### config.mk
export PLATFORM = sky130hd
export DESIGN_NAME = ex_mem_pipe_stage
export DESIGN_NICKNAME = d
export VERILOG_FILES = /design/src/rtl/ex_mem_pipe_stage.sv
export SDC_FILE = /design/constraint.sdc
export NUM_CORES = 1
export LEC_CHECK = 0
export BUFFER_PORTS_ARGS = -buffer_cell sky130_fd_sc_hd__clkbuf_2
export CORE_MARGIN = 2
export CORE_UTILIZATION = 53
export DETAILED_ROUTE_END_ITERATION = 8
export HOLD_SLACK_MARGIN = 0.02
export PLACE_DENSITY = 0.8
export SLEW_MARGIN = 10
export SYNTH_ARGS = -nofsm -noshare
export SYNTH_HDL_FRONTEND = slang
export SYNTH_SLANG_ARGS = --single-unit
### constraint.sdc
create_clock -name clk -period 4.95 [get_ports clk]
set_input_delay 0.99 -clock clk [delete_from_list [all_inputs] [get_ports clk]]
set_output_delay 0.99 -clock clk [all_outputs]
set_load 0.1 [all_outputs]
### src/rtl/ex_mem_pipe_stage.sv
// EX->MEM pipeline boundary register.
// The stage has a valid/ready handshake and a two-entry skid buffer. in_ready
// comes straight from a flop, so the MEM stage's out_ready never reaches
// upstream through combinational logic.
// A flush squashes every buffered beat. It also drops any beat offered in the
// same cycle.
// Store and writeback enables read as 0 whenever no beat is presented.
// A saturating counter records how many cycles the MEM stage stalled a valid
// beat.
module ex_mem_pipe_stage #(
  parameter int DATA_W = 16,
  parameter int ADDR_W = 4,
  parameter int CNT_W  = 16
) (
  input  logic              clk,
  input  logic              reset,
  input  logic              flush,
  input  logic              in_valid,
  output logic              in_ready,
  input  logic              MemWriteE,
  input  logic              MemToRegE,
  input  logic              RegWriteE,
  input  logic [ADDR_W-1:0] destAddE,
  input  logic [DATA_W-1:0] alu_resultE,
  input  logic [DATA_W-1:0] store_dataE,
  output logic              out_valid,
  input  logic              out_ready,
  output logic              MemWriteM,
  output logic              MemToRegM,
  output logic              RegWriteM,
  output logic [ADDR_W-1:0] destAddM,
  output logic [DATA_W-1:0] alu_resultM,
  output logic [DATA_W-1:0] store_dataM,
  output logic [1:0]        occupancy,
  output logic [CNT_W-1:0]  stall_count
);

  // A beat is {MemWrite, MemToReg, RegWrite, destAdd, alu_result, store_data}.
  localparam int ENT_W = 3 + ADDR_W + 2 * DATA_W;

  logic [ENT_W-1:0] inBeat;
  logic [ENT_W-1:0] mainBeat_p0;
  logic [ENT_W-1:0] skidBeat_p1;
  logic             mainVld_p0;
  logic             skidVld_p1;
  logic             inReady;
  logic [CNT_W-1:0] stallCnt;

  logic             accept;
  logic             take;
  logic [1:0]       occNow;
  logic [1:0]       occNext;

  logic             mainMemWrite;
  logic             mainRegWrite;

  function automatic logic [CNT_W-1:0] satInc(input logic [CNT_W-1:0] v);
    return (&v) ? v : v + 1'b1;
  endfunction

  assign inBeat = {MemWriteE, MemToRegE, RegWriteE, destAddE, alu_resultE, store_dataE};

  // Handshake terms and occupancy bookkeeping. The skid entry is only ever
  // valid while the main entry is valid.
  always_comb begin
    accept  = in_valid & inReady;
    take    = mainVld_p0 & out_ready;
    occNow  = {skidVld_p1, mainVld_p0 & ~skidVld_p1};
    occNext = occNow + {1'b0, accept} - {1'b0, take};
  end

  // Control state: entry valid bits, registered in_ready and the stall counter.
  // Reset takes priority over flush.
  always_ff @(posedge clk) begin
    if (reset) begin
      mainVld_p0 <= 1'b0;
      skidVld_p1 <= 1'b0;
      inReady    <= 1'b1;
      stallCnt   <= '0;
    end else begin
      if (mainVld_p0 && !out_ready) stallCnt <= satInc(stallCnt);
      if (flush) begin
        mainVld_p0 <= 1'b0;
        skidVld_p1 <= 1'b0;
        inReady    <= 1'b1;
      end else begin
        inReady <= (occNext < 2'd2);
        if (take) begin
          if (skidVld_p1)   skidVld_p1 <= 1'b0;
          else if (!accept) mainVld_p0 <= 1'b0;
        end else if (accept) begin
          if (mainVld_p0) skidVld_p1 <= 1'b1;
          else            mainVld_p0 <= 1'b1;
        end
      end
    end
  end

  // Main entry payload, which drives the MEM-side outputs. It clears on reset
  // so the outputs read as 0. On a take it refills from skid first, which
  // keeps beats in FIFO order.
  always_ff @(posedge clk) begin
    if (reset) begin
      mainBeat_p0 <= '0;
    end else if (!flush) begin
      if (take && skidVld_p1)                 mainBeat_p0 <= skidBeat_p1;
      else if (accept && (take || !mainVld_p0)) mainBeat_p0 <= inBeat;
    end
  end

  // Skid entry payload. It captures a new beat only when main is occupied
  // and not draining this cycle.
  always_ff @(posedge clk) begin
    if (!flush && accept && mainVld_p0 && !take) skidBeat_p1 <= inBeat;
  end

  assign {mainMemWrite, MemToRegM, mainRegWrite, destAddM, alu_resultM, store_dataM} = mainBeat_p0;

  assign out_valid   = mainVld_p0;
  assign MemWriteM   = mainMemWrite & mainVld_p0;
  assign RegWriteM   = mainRegWrite & mainVld_p0;
  assign in_ready    = inReady;
  assign occupancy   = occNow;
  assign stall_count = stallCnt;

endmodule
* Word level (Yosys, flattened, before mapping) *
Index checks and enable logic that the tools add are counted.

word-level totals
  flip-flop bits (word level) = 97
  latch bits = 0
  RAM bits = 0
  bits in read-only memories = 0
  input port bits = 44
  output and inout port bits = 59
  memories kept = 0

cells by class
  add/subtract/negate cells = 3
  $mul = 0
  divide/modulo/power cells = 0
  magnitude comparators = 1
  equality and inequality tests = 2
  shifts and indexed selects = 0
  multiplexer cells = 6
  bitwise logic cells = 8
  reductions and logical operators = 20

operator list
  operator                                                          count
  39-bit 2-to-1 mux                                                 2
  16-bit by 1-bit adder with 16-bit output (second input constant)  1
  16-bit AND reduction                                              1
  1-bit logical AND                                                 6
  2-bit AND reduction                                               3
  1-bit bitwise AND                                                 5
  1-bit logical NOT                                                 4
  1-bit 2-to-1 mux                                                  4
  2-bit inequality test (second input constant)                     2
  2-bit nonzero test                                                2
  1-bit inverter                                                    3
  3-bit AND reduction                                               1
  3-bit OR reduction                                                1
  2-bit by 1-bit adder with 2-bit output                            1
  2-bit less-than comparator (second input constant)                1
  2-bit OR reduction                                                1
  2-bit by 1-bit subtractor with 2-bit output                       1
  1-bit logical OR                                                  1

* Depth between registers and ports, before layout *
  word-level depth = 5
  mapped depth = 7
  mapped depth without buffers = 5

* Worst setup path after synthesis *
OpenSTA, ideal clock, no wires.

  kind = input-to-reg
  start point = input out_ready
  end point = register skidBeat_p1[0], enable pin
  library setup time = 484 ps
  data arrival time = 4046 ps
  path slack = 419 ps
  cell stages on the path = 3
  path buffers = 1
  cells stage by stage = nand2b_4 > clkbuf_1 > nor3_1

on the way
  longest elaborated chain between the ends = 3

ends and longest elaborated chain
  what                    line  source
  start: declaration      27    input logic out_ready,
  1-bit bitwise AND       67    take = mainVld_p0 & out_ready;
  1-bit logical NOT       114   if (!flush && accept && mainVld_p0 && !take) skidBeat_p1 <= inBeat;
  1-bit logical AND       114
  end signal: assignment  114
  end: declaration        43    logic [ENT_W-1:0] skidBeat_p1;

No other way between the ends.
A chain may end at the register's enable or synchronous reset.

* Final worst setup path *
  start point = register mainVld_p0 (netlist: out_valid)
  end point = output RegWriteM

on the way
  longest elaborated chain between the ends = 1

ends and longest elaborated chain
  what                      line  source
  start: declaration        44    logic mainVld_p0;
  start signal: assignment  76    mainVld_p0 <= 1'b0;
  start signal: assignment  83    mainVld_p0 <= 1'b0;
  start signal: assignment  90    else if (!accept) mainVld_p0 <= 1'b0;
  1-bit bitwise AND         121   assign RegWriteM = mainRegWrite & mainVld_p0;
  end: declaration          30    output logic RegWriteM,

No other way between the ends.

==> run summary <==
The final critical-path required period is 2.72 ns. The finished cells cover 0.00467 mm^2. The total of warnings raised by yosys is 0. The core box area is 0.00765 mm^2. The register clock-pin slew on the reported worst setup and hold paths came out at 0.11 ns.

The number of different library cells in the post-synthesis netlist came out at 35. Summing the areas of all fa, ha and maj instances in the mapped netlist gives 0.302% of the synthesized area. The upper clock frequency limit came out at 367 MHz. The average wire per cell in the routed design came out at 15.3 um. The number of synthesized register bits is 97. After the last flow step, the layout net total stands at 473. The global-route wire length before repair is 13400 um. Counting along the longest clock path gives a buffer depth of 2. The largest net degree at the start of global routing came out at 62. Setup repair after global routing left no endpoint under its margin. After layout, the worst path uses ~55% of the clock period. The data arrival time at the worst-slack endpoint is 1.73 ns.

Global routing used ~20% of the available tracks across all layers. The number of optimization iterations in the first detailed-route pass came out at 4. The floorplan step set the die height to 92.4 um.

Setup violations remaining at the end of the flow were counted as 0. The worst clock skew is 0.0156 ns. The layout-stage area growth over the synthesis result came out at 13.0%.

After detailed placement, the total cell area comes to 0.00447 mm^2. The worst reg-to-reg path cell count is 6. Summing the areas of all xor and xnor instances in the mapped netlist gives 0% of the synthesized area. The total overflow left after global routing is 0. The proportion of netlist area held by the largest area contributor is between 20 and 30%.

The remaining antenna violation count after routing came out at 0. The data required time at the worst endpoint came out at a little under 4 ns. The sequential cell area fraction in the yosys report came out at 56.4%. The initial DRC count is 147. The number of antenna cells inserted is 0. The worst setup path is of the register to output port kind. The pin slew with the least headroom to its limit came out at ~1.0 ns.

The final-report max-slew violation count came out at 0. The average footprint of a synthesized cell is between 10 and 15 um^2. The post-layout instance count excluding filler cells came out at 535. The placement row count is 32.

In this run the worst hold path is classified as register to register. Summing the areas of all compound-gate instances in the mapped netlist gives between 10% and 20% of the synthesized area. The half-perimeter wire length of the detailed placement result came out at about 5500 um.

The initial antenna violation count came out at 0. STA classifies the critical path startpoint as a register. Adding up every negative setup slack in the final design gives 0 ns. The root buffer cell is clkbuf_8. After clock tree synthesis, the setup repair step added 0 buffers. The flow ran to the end, and the final reports show no timing, DRC or antenna violations. At the later pin of the worst-skew pair, clock insertion delay measures ~0.36 ns. The initial standard-cell utilization of the core is 54.1%. The via count of the first global-routing pass is roughly 2700.

The ratio of routed vias to standard cells is 5.42. The total number of vias came out at about 2900. The horizontal extent of the die is between 90 and 100 um. Power spread over the standard cell area amounts to 351 mW/mm^2. The cell depth of the worst hold path is 2. Once placement completed, the tool counted placed cells totaling 518.

TritonCTS built the clock tree. The final layout contains routed wiring with a total length of 8160 um. The total power is roughly 1.6 mW.

The number of max-capacitance violations reported is 0. The analysis attributes to cell leakage a power of 2.04 nW. The area fraction in and, or, nand and nor cells after synthesis came out at about an eighth. The count of pins on the block boundary came out at slightly above 100. The count of instances resized after the clock tree is built is 0. The number of port buffers is 102. Buffers inserted to repair hold after CTS numbered 0. By area, the combinational part of the netlist is dominated by compound AO/OA/AOI/OAI gates. The kind of end point of the critical path is an output port. In the post-synthesis netlist, the biggest area contributors are edfxtp_1 28%, dfxtp_1 28%, mux2i_1 9.4%, a211oi_1 7.4%, buf_4 6.7%. The area enclosed by the die boundary came out at 0.00853 mm^2.

The cell accounting for the most synthesized area is edfxtp_1. The level count of the clock H-tree is 3. The worst relative slew slack came out at 32.6%. The peak supply drop is 0.225 mV. The total of fill cells in the finished design is 654. The net count after synthesis came out at 414. The routability-driven placement congestion ratio came out at roughly 0.83. The number of endpoints with negative hold slack in the final report is 0.

Leaving out fill and tap cells, the most frequent cell in the layout is clkbuf_2. The netlist area before placement came out at 0.00414 mm^2. In the layout the commonest cells are 102 x clkbuf_2, 58 x dfxtp_1, 44 x nor2_1. Cells with a size suffix above 1 make up 30.3% of the layout. The top fanout value on the critical path came out at 12.

The number of sinks driven by the clock tree is 97. Buffers inserted during clock tree synthesis total 9. Multiplexer cells account for between 10% and 20% of the synthesized area.

The gate count of the mapped netlist is 369. For this run, design rule violations remaining after detail routing come to 0.
==> synthesized netlist by cell type (all sizes together) <==
master,count
o311ai,1
nand2b,1
mux2,3
a2111oi,1
and2,2
a31oi,1
nor2,44
mux2i,39
nor2b,5
o211a,1
nand3,8
or2,2
nand3b,1
o31ai,7
and4,2
or3,3
o21ai,5
or4,8
nor3,1
clkbuf,10
dfxtp,58
o41ai,1
inv,3
a211oi,41
buf,51
nor4,4
nor4b,1
nand4,5
edfxtp,39
a21oi,12
ha,1
nand2,8
==> final cells by class <==
class                      count  area (um^2)  share of cell area, %
sequential                    97         2330                   49.9
clock buffer                   9          124                   2.65
clock inverter                 7         70.1                   1.50
multi-input combinational    208         1440                   30.8
timing repair buffer         109          571                   12.2
tap                          102          128                   2.73
inverter                       3         11.3                  0.241
==> state kept, by name, summed over array words and instances (netlist names) <==
signal,flops
in_ready,1
mainBeat_p0,39
out_valid,1
skidBeat_p1,39
skidVld_p1,1
stall_count,16
==> routing by layer <==
metal	GRT usage, %	vias up	routed length [um]
li1	-	1456	-
met4	7.46	0	105
met5	0	-	0
met1	27.6	1354	3750
met3	3.25	8	418
met2	31.2	83	3890
==> final timing paths <==
check,end,from,slack [ns]
worst max-delay path,RegWriteM,out_valid,2.23
worst min-delay path,mainBeat_p0[38],mainBeat_p0[38],0.50
worst max register to register,stall_count[5],stall_count[0],2.50
worst min register to register,mainBeat_p0[38],mainBeat_p0[38],0.50
==> report_power, final <==
part / leakage (nW) / internal (mW) / switching (mW)
registers: 0.826 / 0.855 / 0.0152
logic: 1.12 / 0.0529 / 0.224
clock network: 0.0959 / 0.198 / 0.298
total: 2.04 / 1.11 / 0.537
==> through the flow <==
step | util (%) | setup WS [ns] | hold WS (ns)
global route | 61.1 | 2.17 | 0.517
detailed placement | 58.4 | 1.82 | 0.492
global placement | 58.4 | 1.92 | 0.484
floorplan | - | 0.419 | 0.474
finish | 61.1 | 2.23 | 0.503
CTS | 60.9 | 2.20 | 0.506
==> logic make-up (layout without fill, tap and decap cells) <==
group                    after synthesis  after routing
flip-flops                            97             97
AND/OR/NAND/NOR                       95             95
AO/OA/AOI/OAI                         70             70
buffers and inverters                 64            128
multiplexers                          42             42
adder cells (fa/ha/maj)                1              1
==> critical path, stage by stage, from the launching register on <==
cell and delay, ns:
dfxtp_1 0.69, and2_1 0.21, clkbuf_2 0.47
Power figures use the tool's default switching activity.
